[src/rtl/fifox_multi_rd_if.sv]
// Bus bundle for fifox_multi_rd: write side, multi-slot read side and status.
// Handshake: a write lands when WR=1 and FULL=0 at a rising CLK edge. A read of slot i lands when RD[0..i] are all 1 and EMPTY[0..i] are all 0 at that edge.
interface fifox_multi_rd_if #(
    parameter int ITEM_WIDTH = 8,
    parameter int ITEMS      = 16,
    parameter int RD_PORTS   = 4
);
    logic [ITEM_WIDTH-1:0]          DI;
    logic                           WR;
    logic                           FULL;
    logic                           AFULL;
    logic [RD_PORTS*ITEM_WIDTH-1:0] DO;
    logic [RD_PORTS-1:0]            RD;
    logic [RD_PORTS-1:0]            EMPTY;
    logic                           AEMPTY;
    logic [$clog2(ITEMS):0]         STATUS;

    modport master (output DI, WR, RD, input FULL, AFULL, DO, EMPTY, AEMPTY, STATUS);
    modport slave  (input DI, WR, RD, output FULL, AFULL, DO, EMPTY, AEMPTY, STATUS);
endinterface

[src/rtl/fifox_multi_rd.sv]
// Circular-buffer FIFO with one write per cycle and up to RD_PORTS first-word-fall-through
// reads per cycle; read slots are consumed as a contiguous run starting from slot 0.
module fifox_multi_rd #(
    parameter int ITEM_WIDTH          = 8,
    parameter int ITEMS               = 16,
    parameter int RD_PORTS            = 4,
    parameter int ALMOST_FULL_OFFSET  = 2,
    parameter int ALMOST_EMPTY_OFFSET = 2
) (
    input  logic              CLK,
    input  logic              RESET,
    fifox_multi_rd_if.slave   bus
);
    localparam int PW = $clog2(ITEMS);
    localparam int CW = PW + 1;

    logic [ITEM_WIDTH-1:0] mem [ITEMS];
    logic [PW-1:0]         wr_ptr;
    logic [PW-1:0]         rd_ptr;
    logic [CW-1:0]         count;
    logic [CW-1:0]         rd_num;
    logic                  wr_ok;
    logic                  run;

    assign wr_ok = bus.WR && (count != CW'(ITEMS));

    // Accepted reads stop at the first deasserted RD bit or the first empty slot.
    always_comb begin
        rd_num = '0;
        run    = 1'b1;
        for (int i = 0; i < RD_PORTS; i++) begin
            if (run && bus.RD[i] && (count > CW'(i))) begin
                rd_num = rd_num + CW'(1);
            end else begin
                run = 1'b0;
            end
        end
    end

    always_ff @(posedge CLK or negedge RESET) begin
        if (!RESET) begin
            wr_ptr <= '0;
            rd_ptr <= '0;
            count  <= '0;
        end else begin
            if (wr_ok) begin
                wr_ptr <= wr_ptr + PW'(1);
            end
            rd_ptr <= rd_ptr + rd_num[PW-1:0];
            count  <= count + CW'(wr_ok) - rd_num;
        end
    end

    // Storage is not reset; stale contents are hidden by EMPTY.
    always_ff @(posedge CLK) begin
        if (wr_ok) begin
            mem[wr_ptr] <= bus.DI;
        end
    end

    for (genvar g = 0; g < RD_PORTS; g++) begin : g_slot
        assign bus.DO[g*ITEM_WIDTH +: ITEM_WIDTH] = mem[rd_ptr + PW'(g)];
        assign bus.EMPTY[g] = (count <= CW'(g));
    end

    assign bus.FULL   = (count == CW'(ITEMS));
    assign bus.AFULL  = (count >= CW'(ITEMS - ALMOST_FULL_OFFSET));
    assign bus.AEMPTY = (count <= CW'(ALMOST_EMPTY_OFFSET));
    assign bus.STATUS = count;
endmodule

[src/flat_wrapper.sv]
// flat-port wrapper written by rule: the top's interface ports become plain ports
module fifox_multi_rd_flat 
#(
    parameter int ITEM_WIDTH          = 8,
    parameter int ITEMS               = 16,
    parameter int RD_PORTS            = 4,
    parameter int ALMOST_FULL_OFFSET  = 2,
    parameter int ALMOST_EMPTY_OFFSET = 2
)
  (CLK, RESET, bus_DI, bus_WR, bus_RD, bus_FULL, bus_AFULL, bus_DO, bus_EMPTY, bus_AEMPTY, bus_STATUS);
  fifox_multi_rd_if #(.ITEM_WIDTH(ITEM_WIDTH), .ITEMS(ITEMS), .RD_PORTS(RD_PORTS)) bus_i ();
  input  logic CLK;
  input  logic RESET;
  input wire logic [$bits(bus_i.DI)-1:0] bus_DI;
  input wire logic [$bits(bus_i.WR)-1:0] bus_WR;
  input wire logic [$bits(bus_i.RD)-1:0] bus_RD;
  output wire logic [$bits(bus_i.FULL)-1:0] bus_FULL;
  output wire logic [$bits(bus_i.AFULL)-1:0] bus_AFULL;
  output wire logic [$bits(bus_i.DO)-1:0] bus_DO;
  output wire logic [$bits(bus_i.EMPTY)-1:0] bus_EMPTY;
  output wire logic [$bits(bus_i.AEMPTY)-1:0] bus_AEMPTY;
  output wire logic [$bits(bus_i.STATUS)-1:0] bus_STATUS;
  assign bus_i.DI = bus_DI;
  assign bus_i.WR = bus_WR;
  assign bus_i.RD = bus_RD;
  assign bus_FULL = bus_i.FULL;
  assign bus_AFULL = bus_i.AFULL;
  assign bus_DO = bus_i.DO;
  assign bus_EMPTY = bus_i.EMPTY;
  assign bus_AEMPTY = bus_i.AEMPTY;
  assign bus_STATUS = bus_i.STATUS;
  fifox_multi_rd #(.ITEM_WIDTH(ITEM_WIDTH), .ITEMS(ITEMS), .RD_PORTS(RD_PORTS), .ALMOST_FULL_OFFSET(ALMOST_FULL_OFFSET), .ALMOST_EMPTY_OFFSET(ALMOST_EMPTY_OFFSET)) u_core (.CLK(CLK), .RESET(RESET), .bus(bus_i));
endmodule
[config.mk]
export PLATFORM = sky130hd
export DESIGN_NAME = fifox_multi_rd_flat
export DESIGN_NICKNAME = d
export VERILOG_FILES = /design/src/rtl/fifox_multi_rd_if.sv /design/src/rtl/fifox_multi_rd.sv /design/src/flat_wrapper.sv
export SDC_FILE = /design/constraint.sdc
export NUM_CORES = 1
export LEC_CHECK = 0
export BUFFER_PORTS_ARGS = -buffer_cell sky130_fd_sc_hd__buf_4
export CAP_MARGIN = 20
export CELL_PAD_IN_SITES_DETAIL_PLACEMENT = 1
export CELL_PAD_IN_SITES_GLOBAL_PLACEMENT = 1
export CORE_ASPECT_RATIO = 0.7
export CORE_UTILIZATION = 48
export DETAILED_ROUTE_END_ITERATION = 16
export PLACE_DENSITY_LB_ADDON = 0.1
export SETUP_SLACK_MARGIN = 0.5
export SLEW_MARGIN = 10
export SYNTH_ARGS = -nofsm -noshare
export SYNTH_HDL_FRONTEND = slang
export SYNTH_SLANG_ARGS = --single-unit
[constraint.sdc]
create_clock -name CLK -period 3.7 [get_ports CLK]
set_clock_uncertainty 0.05 [all_clocks]
set_input_delay 0.555 -clock CLK [delete_from_list [all_inputs] [get_ports CLK]]
set_output_delay 0.555 -clock CLK [all_outputs]
set_load 0.02 [all_outputs]
==> qor.yml, run 1 <==
status: "finished, final reports clean"
ys_types: 41
cts_htree_levels: 4
synth_mux_area_frac: 0.401
grt_use_total: 0.289
wl_met3_um: 1700
grt_overflow_total: 0
diodes: 0
n_fill_cell: 1582
core-area_mm2: 0.0181
drtPass1Iterations: 5
synth_top_family_by_area: "multiplexers"
synth_common_cells: "153 x mux2i_1, 128 x edfxtp_1, 81 x mux4_2"
clockBufferDepth: 2
path_class: "flop to flop"
min_period_ns: 3.41
die_w_um: 165
die_height_um: 116
relSlewSlack: 0.352
fin_crit_sh: 0.921
yosys_warnings: 0
synth_most_common_cell: "mux2i_1"
synth-edff-count: 128
row_count: 41
wl_um: 26900
drv_slew: 0
netlist_top_cells_area: "edfxtp_1 43%, mux4_2 21%, mux2i_1 17%"
crit_family: "adder cells"
vias_per_cell: 6.43
start_kind: "flop"
min_path_type: "primary input to flop"
grt_max_degree: 45
synthAdderAreaFrac: 0.0355
path_cells: "or4_4 -> o21ai_4 -> buf_4 -> ha_1 -> nand2_1 -> o21a_1 -> ha_4 -> mux2i_2 -> ha_1 -> fa_2 -> buf_4 -> xor2_1"
cts.clk_slew.worst_paths_ns: 0.06
finalHoldViolCount: 0
synth_xor_area_frac: 0.0248
grt_pass1_vias: 5903
num_io_pins: 59
wl_per_cell_um: 29.9
synth_fp_nets: 566
nNetsFinal: 691
syn_area_mm2: 0.00889
setup_violations: 0
worstSkewPairLatency_ns: 0.43
cts-buffers-inserted: 17
met2WireLength_um: 13000
finalSetupTns_ns: 0
max_stage_delay_ns: 0.58
critPathBufInv: 2
area_delta_synth_final_pct: 26.2
syn_area_per_cell_um2: 16.9
hpwl_um: 16400
critical_path_arrival_ns: 3.67
cp.required_ns: 3.96
clkSinkCount: 141
tightest_slew_ns: 0.971
drive_gt1_frac: 0.464
cts_tree: "built"
synth.top_cell.area_share: 0.432
rsz0062_at_grt: "yes"
grt_pass1_wl_um: 38100
routed.top_layer: "met4"
port_buffers: 58
max_freq_mhz: 293
seq_area_frac_synth: 0.469
initial_core_util: 0.492
synthSimpleGateAreaFrac: 0.0183
cp-end-kind: "flop"
num_vias: 5785
synth-seq-cells: 141
gp_congestion: 0.804
critPathMaxFanout: 3
synthArstFlopShare: 0.0922
synth_largest_area_cell: "edfxtp_1"
drtAntennaViolNets: 0
cts_root_buf: "clkbuf_16"
synth_flop_cell: "edfxtp_1"
crit_slowest_cell: "or4_4"
die-area_mm2: 0.0191
drtIter0Drc: 641
drt-met1-wl_um: 11600
drc: 0
synth_compound_area_frac: 0.0162
synthCells: 527
cap_violations: 0
antenna_found_initial: 0
==> cell usage in the layout, fill, tap and decap left out, drive strengths merged <==
cell type	n
o211ai	5
inv	12
o21ai	2
nand3	1
o21a	1
dfrtp	13
clkinv	7
xnor2	8
xor2	9
nor2	15
mux2	2
a21o	3
nand2	4
mux2i	153
nor3	7
nor2b	1
and3	1
buf	140
a2111oi	1
conb	1
or4	1
clkbuf	18
clkinvlp	1
o311ai	1
nand2b	4
a21oi	4
a31o	1
mux4	88
edfxtp	128
or3	1
bufinv	5
fa	2
ha	22
dlygate4sd3	1
o31a	1
==> worst paths after layout <==
| kind | cells past startpoint | endpoint | startpoint | slack [ns] |
|---|---|---|---|---|
| worst max-delay path | 12 | u_core.bus.STATUS[2] | u_core.bus.STATUS[2] | 0.29 |
| worst min-delay path | 1 | u_core.mem[1][2] | bus_DI[2] | 0.38 |
| worst max register to register | 12 | u_core.bus.STATUS[2] | u_core.bus.STATUS[2] | 0.29 |
| worst min register to register | 1 | u_core.wr_ptr[0] | u_core.wr_ptr[0] | 0.52 |
| max in group asynchronous | 2 | u_core.rd_ptr[0] | RESET | 2.93 |
| min in group asynchronous | 2 | u_core.bus.STATUS[0] | RESET | 0.46 |
==> metrics by stage <==
step	hold slack [ns]	utilization	std cells	instance area [um^2]	worst slack, ns
after global routing	0.379	0.621	900	11200	0.194
after global placement	0.361	0.541	822	9770	0.282
after detailed placement	0.369	0.541	822	9770	0.183
after CTS	0.359	0.605	886	10900	0.390
after floorplan	0.209	-	527	9000	0.346
final	0.384	0.621	900	11200	0.291
==> sequential cells by signal (all words and copies together), names as in the netlist <==
register           flops
u_core.mem           128
u_core.bus.STATUS      5
u_core.rd_ptr          4
u_core.wr_ptr          4
==> final cells by class <==
class | count | area, um^2 | share of cell area
clock inverter | 14 | 219 | 0.0195
tap | 236 | 295 | 0.0263
sequential | 141 | 4180 | 0.373
clock buffer | 17 | 425 | 0.0379
timing repair buffer | 142 | 1340 | 0.120
multi-input combinational | 339 | 4710 | 0.420
inverter | 11 | 46.3 | 0.00413
==> kinds of logic after synthesis <==
family / count (synthesis)
buffers and inverters: 47
multiplexers: 243
AND/OR/NAND/NOR: 35
other: 1
flip-flops: 141
AO/OA/AOI/OAI: 19
adder cells (fa/ha/maj): 24
XOR/XNOR: 17
==> layer usage <==
layer | up-vias | global-route usage
li1 | 2417 | -
met1 | 3065 | 0.406
met2 | 262 | 0.462
met3 | 41 | 0.0551
met4 | 0 | 0.0826
met5 | - | 0
==> worst register-to-register path, delay by kind of cell (launching register included) <==
kind / cells / cell delay (ns)
adder cells (fa/ha/maj): 4 / 1.09
AND/OR/NAND/NOR: 2 / 0.63
flip-flops: 1 / 0.40
AO/OA/AOI/OAI: 2 / 0.38
buffers and inverters: 2 / 0.28
XOR/XNOR: 1 / 0.28
multiplexers: 1 / 0.17
==> repair_timing <==
action,in CTS,in global routing
endpoints found under the hold margin,13,0
pin swaps,19,4
endpoints found under the setup margin,35,31
resized for setup,44,39
hold buffers,1,0
setup buffers,30,13
gates cloned,2,1
Power of run 1 is not shown: default switching activity piles up to over one toggle a cycle in this logic, so the estimate is an artifact.
==> inputs of run 2 (changes only) <==
- CORE_UTILIZATION: 48 -> 53
- clock period: 3.7 -> 3.3 ns (I/O delays scaled with it)
==> run 2 against run 1 <==
The flow now finishes with violations (negative setup slack). First-iteration DRC count rose by 95%. Design area rose by 12%. Setup slack got worse by 0.83 ns. Sequential cell count did not move. Die area fell by 9.3%. Routed wire length rose by 67%. Via count rose by 30%. Register-to-register slack got worse by 0.66 ns. Core utilization rose by 15 points. Clock-buffer cell count did not move. Largest cell class unchanged.
==> qor.yml, run 2 (synthesis results as in run 1) <==
status: "finished, violations left"
violations: "negative setup slack"
finalHoldViolCount: 0  # unchanged
cts_htree_levels: 4  # unchanged
setup_violations: 20  # +20
drtIter0Drc: 1248  # +95%
crit_slowest_cell: "mux2i_1"
start_kind: "flop"
cts_root_buf: "clkbuf_16"
die_height_um: 110  # -4.8%
cap_violations: 0  # unchanged
cp.required_ns: 2.75  # -1.21 ns
nNetsFinal: 753  # +9.0%
drtAntennaViolNets: 0  # unchanged
relSlewSlack: 0.356  # +0.00407
worstSkewPairLatency_ns: 0.45  # +0.02 ns
design_area_mm2: 0.0125  # +12%
grt_use_total: 0.459  # +0.171
critical_path_arrival_ns: 3.29  # -0.38 ns
min_path_type: "primary input to flop"
worst_slack_ns: -0.538  # -0.829 ns
min_period_ns: 3.84
max_stage_delay_ns: 0.72  # +0.14 ns
drtPass1Iterations: 7  # +2
port_buffers: 58  # unchanged
drive_gt1_frac: 0.589  # +0.125
grt_pass1_vias: 7114  # +21%
die_w_um: 157  # -4.8%
dpl_worst_slack_ns: -0.157  # -0.339 ns
fin_crit_sh: 1.16
core-area_mm2: 0.0163  # -9.5%
vias_per_cell: 7.91  # +23%
hpwl_um: 17800  # +8.3%
num_io_pins: 59  # unchanged
top_register: "u_core.mem"
tightest_slew_ns: 0.938  # -0.0329 ns
cts.clk_slew.worst_paths_ns: 0.07  # about the same
holdWs_ns: 0.309  # -0.0747 ns
row_count: 39  # -4.9%
path_cells: "buf_6 -> buf_12 -> buf_12 -> buf_16 -> mux2i_4 -> mux4_2 -> mux2i_1 -> buf_4"
max_freq_mhz: 261
area_delta_synth_final_pct: 41.0
cts-buffers-inserted: 17  # unchanged
wl_per_cell_um: 47.1  # +58%
largest_register_ffs: 128  # unchanged
antenna_found_initial: 3  # +3
critPathMostFrequentCell: "buf_12"
initial_core_util: 0.544  # +0.0515
gp_congestion: 0.829  # +3.2%
rsz0062_at_grt: "yes"
fin_util: 0.767  # +0.145
path_class: "flop to output port"
clockBufferDepth: 2  # unchanged
ff2ff_setup_slack_ns: -0.37  # -0.66 ns
cp-end-kind: "output port"
placed_area_mm2: 0.00997  # +2.1%
clkSinkCount: 141  # unchanged
wl_um: 44800  # +67%
die-area_mm2: 0.0173  # -9.3%
grt_overflow_total: 0  # unchanged
grt_max_degree: 23  # -49%
final_common_cell: "buf_4"
mostFrequentLayoutCells: "130 x buf_4, 128 x edfxtp_1, 93 x mux2i_1"
drc: 0  # unchanged
drv_slew: 0  # unchanged
num_vias: 7531  # +30%
critPathMaxFanout: 7  # +4
cts_tree: "built"
grt_pass1_wl_um: 53100  # +39%
[run 2: final cells by class]
| type | instances | area [um^2] |
|---|---|---|
| diodes | 2 | 5.00 |
| flip-flops and latches | 141 | 4190 |
| multi-input cells | 339 | 5120 |
| clock inverters | 13 | 175 |
| fillers | 1253 | 3810 |
| clock buffers | 17 | 425 |
| repair buffers | 204 | 2300 |
| well taps | 225 | 282 |
| inverters | 11 | 46.3 |
[run 2: repair_timing]
| action | in CTS | in global routing |
|---|---|---|
| endpoints found under the setup margin | 38 | 40 |
| hold buffers | 1 | 0 |
| buffers inserted | 56 | 21 |
| pin swaps | 16 | 16 |
| gates cloned | 16 | 2 |
| gates resized for setup | 112 | 64 |
| hold endpoints to repair | 13 | 0 |
[run 2: worst max-delay path: cells and delay by family (launching register included)]
kind	cells	cell delay, ns
muxes	3	1.40
DFF	1	0.54
buffers and inverters	5	0.88
[run 2: path summary, 6_finish.rpt]
| check | to | cells after the start | startpoint |
|---|---|---|---|
| max reg2reg | u_core.bus.STATUS[4] | 13 | u_core.bus.STATUS[1] |
| min | u_core.mem[15][3] | 1 | bus_DI[3] |
| max | bus_DO[6] | 8 | u_core.rd_ptr[0] |
| min in group asynchronous | u_core.bus.STATUS[4] | 2 | RESET |
| max in group asynchronous | u_core.rd_ptr[2] | 2 | RESET |
| min reg2reg | u_core.wr_ptr[0] | 1 | u_core.wr_ptr[0] |
[run 2: metal layers]
metal | GRT usage | vias to the layer above | routed length, um
met3 | 0.171 | 312 | 6540
li1 | - | 2549 | -
met2 | 0.726 | 906 | 19200
met4 | 0.232 | 2 | 3900
met1 | 0.560 | 3762 | 15100
met5 | 0 | - | 14
[run 2: per-stage QoR]
step,setup TNS (ns),std cells
5_1_grt,-2.81,950
4_1_cts,-0.0980,927
3_5_place_dp,-0.262,824
3_3_place_gp,-0.0157,823
2_1_floorplan,-0.0536,527
6_report,-2.94,952
Power of run 2 is left out for the same reason.
